File: config.mk
export PLATFORM = sky130hd
export DESIGN_NAME = return_address_stack
export DESIGN_NICKNAME = d
export VERILOG_FILES = /design/src/rtl/return_address_stack.sv
export SDC_FILE = /design/constraint.sdc
export NUM_CORES = 1
export LEC_CHECK = 0
export ABC_AREA = 1
export BUFFER_PORTS_ARGS = -buffer_cell sky130_fd_sc_hd__buf_2
export CAP_MARGIN = 20
export CORE_MARGIN = 3
export CORE_UTILIZATION = 56
export DETAILED_ROUTE_END_ITERATION = 10
export GPL_ROUTABILITY_DRIVEN = 0
export PLACE_DENSITY = 0.76
export SLEW_MARGIN = 0
export SYNTH_ARGS = -nofsm -noshare
export SYNTH_HDL_FRONTEND = slang
export SYNTH_SLANG_ARGS = --single-unit
File: constraint.sdc
create_clock -name clock -period 3.8 [get_ports clock]
set_input_delay 0.76 -clock clock [delete_from_list [all_inputs] [get_ports clock]]
set_output_delay 0.76 -clock clock [all_outputs]
set_load 0.005 [all_outputs]
File: src/rtl/return_address_stack.sv
// rtl/return_address_stack.sv - call/return address stack feeding topStack of the PC stage
// Optional sticky overflow/underflow flags are built only when RAS_ERROR_FLAGS_EN is defined.
module return_address_stack #(
  parameter int DEPTH = 16,
  parameter int WIDTH = 32,
  localparam int PTR_W = $clog2(DEPTH)
) (
  input  logic             clock,
  input  logic             reset,
  input  logic             EN,
  input  logic             push,
  input  logic             pop,
  input  logic [WIDTH-1:0] pushData,
  output logic [WIDTH-1:0] topStack,
  output logic [PTR_W:0]   count,
  output logic             empty,
  output logic             full,
  output logic             overflow,
  output logic             underflow
);

  localparam logic [PTR_W:0] ONE      = (PTR_W+1)'(1);
  localparam logic [PTR_W:0] FULL_CNT = (PTR_W+1)'(DEPTH);

  logic [WIDTH-1:0] mem [DEPTH];
  logic [PTR_W:0]   sp;
  logic [PTR_W:0]   sp_dec;
  logic [PTR_W:0]   wr_ptr;
  logic             wr_en;

  assign sp_dec   = sp - ONE;
  assign count    = sp;
  assign empty    = (sp == '0);
  assign full     = (sp == FULL_CNT);
  assign topStack = empty ? '0 : mem[sp_dec[PTR_W-1:0]];

  // push+pop on a live top replaces it in place; otherwise a push lands above the top
  assign wr_ptr = (pop && !empty) ? sp_dec : sp;
  assign wr_en  = EN && !reset && push && ((pop && !empty) || !full);

  always_ff @(posedge clock) begin
    if (wr_en)
      mem[wr_ptr[PTR_W-1:0]] <= pushData;
  end

  always_ff @(posedge clock) begin
    if (reset) begin
      sp <= '0;
    end else if (EN) begin
      case ({push, pop})
        2'b10:   if (!full)  sp <= sp + ONE;
        2'b01:   if (!empty) sp <= sp_dec;
        2'b11:   if (empty)  sp <= ONE;
        default: sp <= sp;
      endcase
    end
  end

`ifdef RAS_ERROR_FLAGS_EN
  logic ovf_q;
  logic unf_q;

  always_ff @(posedge clock) begin
    if (reset) begin
      ovf_q <= 1'b0;
      unf_q <= 1'b0;
    end else if (EN) begin
      if (push && !pop && full)
        ovf_q <= 1'b1;
      if (pop && empty)
        unf_q <= 1'b1;
    end
  end

  assign overflow  = ovf_q;
  assign underflow = unf_q;
`else
  assign overflow  = 1'b0;
  assign underflow = 1'b0;
`endif

endmodule

==> summary.txt <==
Worst setup path
  – Startpoint class of the critical path: register
  – Worst R2R Setup Slack: 0.65 ns
  – Worst Reg2Reg Path Length in Cells: 7
  – Worst reg2reg path startpoint: count[2]
  – Endpoint of the worst-slack reg-to-reg timing path: mem[11][22]
  – Crit Path Max Fanout: 261
  – Nature of the critical path endpoint: primary output
  – Crit Path Class: register to primary output
  – Arrival @ worst endpoint: 3.01 ns
  – Data required time at the worst endpoint: 3.04 ns

STA
  – Final number of hold-violating endpoints: 0
  – Finish-stage setup viols: 0
  – WHS: 0.3967 ns
  – Fmax: 265.4 MHz
  – Setup total negative slack: 0 ns
  – Worst-Margin Slew: 1.482 ns
  – Post-Route Skew: 0.02674 ns
  – Post-route clock period utilization: 99.17%
  – Max-slew violation count: 0
  – Normalized max-slew margin: 1.183%
  – Final critical delay including setup and external delays: 3.768 ns
  – Unrepaired setup endpoints after global routing: false

Global routing
  – Wire length of the first global-routing pass: 77410 µm
  – Remaining Overflow, GRT: 0
  – Maximum number of pins on one net before global-route repair: 262
  – Initial antenna violation count: 0
  – Via count of the first global-routing pass: 13708
  – Global Route Usage Sum: 25.23%

Layout
  – Non-filler instance count after layout: 2346
  – Number of antenna repair diodes: 0
  – Most frequent cells in the layout: 583 x sky130_fd_sc_hd__nand2_1, 512 x sky130_fd_sc_hd__edfxtp_1, 367 x sky130_fd_sc_hd__nand3_1
  – Most common cell after layout, fill and taps aside: sky130_fd_sc_hd__nand2_1
  – Synthesis-to-finish area growth: 12.65%
  – Final layout net count: 1877
  – Fraction of layout cells with a size suffix above 1: 11.87%
  – Number of fill cells in the layout: 2605

Floorplan
  – Top-level I/O count: 78
  – Rows: 70
  – Placeable core region: 0.03679 mm²
  – Die boundary width: 199.8 µm
  – Height of the chip: 199.8 µm
  – Initial core utilization: 57.17%
  – Total Die Area: 0.03992 mm²

Yosys
  – Warning count from the yosys run: 0
  – Syn Area/Cell: 11.87 µm²
  – Unique cell type count in the Yosys netlist: 25
  – Sequential cell area fraction in the yosys report: 73.58%
  – Post-synthesis cell count: 1772
  – Register bit count reported by yosys: 517
  – Area of the mapped netlist: 0.02103 mm²

Route
  – Routed vias: 14059
  – Top layer in use: met4
  – Detailed-route wire length on metal 1: 20530 µm
  – Detailed-route DRC error count: 0
  – Amount of wire on met3 after detailed routing: 4500 µm
  – Post-detailed-route count of antenna-violating nets: 0
  – Total wirelength of the detailed-routed design: 50740 µm
  – Detailed Route Iter0 Violations: 2052
  – Vias/cell: 5.993
  – Detailed-routed wire length on met2: 24160 µm
  – Routed wire per std cell: 21.63 µm
  – First drt pass iteration count: 8

Status
  – Status: complete, no violations

Pwr
  – Max IR drop VDD: 0.3596 mV
  – Leakage power total: 8.563 nW
  – Total power divided by cell area: 571.3 mW/mm²

Clocking
  – Total of hold buffers inserted after clock tree synthesis: 0
  – TritonCTS clock tree: built
  – Worst-case clock buffer depth: 3
  – Latest clock arrival within the worst-skew pair: 0.59 ns
  – CTS clk-pin slew, worst paths: 0.06 ns
  – H-tree level count: 2
  – CTS buffer count: 52
  – Cell at the root of the clock tree: sky130_fd_sc_hd__clkbuf_16
  – Number of clock sinks: 517

Placed design
  – Cell count after placement: 2250
  – Total half-perimeter wirelength after legalization and detailed placement: 26110 µm
  – IO Port Bufs: 75

Min path
  – Hold Path Depth: 2
  – Startpoint of the worst hold path: reset
  – Worst hold-check path type: primary input to register
  – WHS Endpoint: count[2]

Run
  – Max-cap viol count: 0
==> worst max-delay path by stage <==
stage,start,endpoint,slack [ns]
after detailed placement,count[1],mem[8][24],0.68
after CTS,count[1],topStack[20],0.08
after global routing,count[0],topStack[15],0.0004
after global placement,count[0],topStack[20],0.71
after floorplan,count[0],mem[10][0],0.08
final,count[0],topStack[20],0.03
==> cell type report <==
type | instances | area (µm²) | area share (%)
clock inverters | 32 | 286.5 | 1.209
clock buffers | 63 | 1343 | 5.667
repair buffers | 121 | 848.3 | 3.581
flip-flops and latches | 517 | 15480 | 65.34
well taps | 468 | 585.6 | 2.472
inverters | 16 | 72.57 | 0.3063
multi-input cells | 1129 | 5076 | 21.43
==> Yosys cell counts <==
cell type / instances / area (µm²)
sky130_fd_sc_hd__conb_1: 1 / 3.750
sky130_fd_sc_hd__a21oi_1: 97 / 485.5
sky130_fd_sc_hd__ha_1: 3 / 37.54
sky130_fd_sc_hd__dfxtp_1: 5 / 100.1
sky130_fd_sc_hd__nand2_1: 584 / 2192
sky130_fd_sc_hd__o21ai_2: 4 / 35.03
sky130_fd_sc_hd__clkbuf_1: 34 / 127.6
sky130_fd_sc_hd__nor2_1: 58 / 217.7
sky130_fd_sc_hd__o21ai_0: 6 / 30.03
sky130_fd_sc_hd__buf_1: 5 / 18.77
sky130_fd_sc_hd__inv_1: 12 / 45.04
sky130_fd_sc_hd__inv_2: 3 / 11.26
sky130_fd_sc_hd__nand3_1: 367 / 1837
sky130_fd_sc_hd__edfxtp_1: 512 / 15370
sky130_fd_sc_hd__buf_6: 2 / 22.52
sky130_fd_sc_hd__nand2_2: 1 / 6.260
sky130_fd_sc_hd__clkinv_2: 1 / 5.000
sky130_fd_sc_hd__nand4_1: 1 / 6.260
sky130_fd_sc_hd__buf_4: 17 / 127.6
sky130_fd_sc_hd__xor2_2: 2 / 32.53
sky130_fd_sc_hd__nor2_4: 1 / 11.26
sky130_fd_sc_hd__buf_2: 53 / 265.3
sky130_fd_sc_hd__a21oi_2: 1 / 8.760
sky130_fd_sc_hd__nand2_4: 1 / 11.26
sky130_fd_sc_hd__nand3_4: 1 / 17.52
==> repair_timing <==
item / 4_1_cts / 5_1_grt
gates resized for setup: 0 / 6
setup buffers: 0 / 0
hold endpoints to repair: 0 / 0
setup endpoints to repair: 0 / 7
==> cell families after synthesis <==
kind of cell / share of synthesized area [%]
and+or+nand+nor: 20.44
DFF: 73.58
buffers and inverters: 2.963
AOI/OAI and AO/OA: 2.659
adders and majority gates: 0.1785
xor gates and xnor gates: 0.1547
other: 0.01783
==> where the power goes <==
group | total, mW | leakage, nW | internal, mW | switching (mW)
combinational | 2.24 | 3.12 | 0.676 | 1.56
clock | 4.91 | 0.793 | 2.85 | 2.06
sequential | 6.38 | 4.65 | 6.35 | 0.0287
==> per-layer routing <==
metal / vias up / global-route usage (%)
li1: 6383 / -
met5: - / 0
met2: 732 / 39.82
met1: 6825 / 36.00
met4: 0 / 9.641
met3: 119 / 4.146
==> flip-flops by register name, indices dropped and copies added, names as in the netlist <==
| register | cells |
|---|---|
| count | 5 |
| mem | 512 |
==> through the flow <==
stage | cell area [µm²] | power, mW | util (%) | setup slack [ns]
6_report | 23690 | 13.53 | 64.40 | 0.03151
5_1_grt | 23690 | 14.03 | 64.40 | 0.0003544
4_1_cts | 23640 | 13.55 | 64.26 | 0.08218
3_5_place_dp | 22010 | 8.673 | 59.83 | 0.6798
3_3_place_gp | 22010 | 8.622 | 59.83 | 0.7076
2_1_floorplan | 21030 | 7.878 | - | 0.07600
==> critical path, stage by stage, from the launching register on <==
cell	delay (ns)
sky130_fd_sc_hd__dfxtp_4	0.39
sky130_fd_sc_hd__buf_12	0.64
sky130_fd_sc_hd__nand2_1	0.15
sky130_fd_sc_hd__nand3_1	0.16
sky130_fd_sc_hd__nand3_1	0.07
sky130_fd_sc_hd__nand3_1	0.09
sky130_fd_sc_hd__nand2_1	0.06
sky130_fd_sc_hd__nor2_1	0.23
sky130_fd_sc_hd__buf_2	0.16
Power figures use the tool's default switching activity.
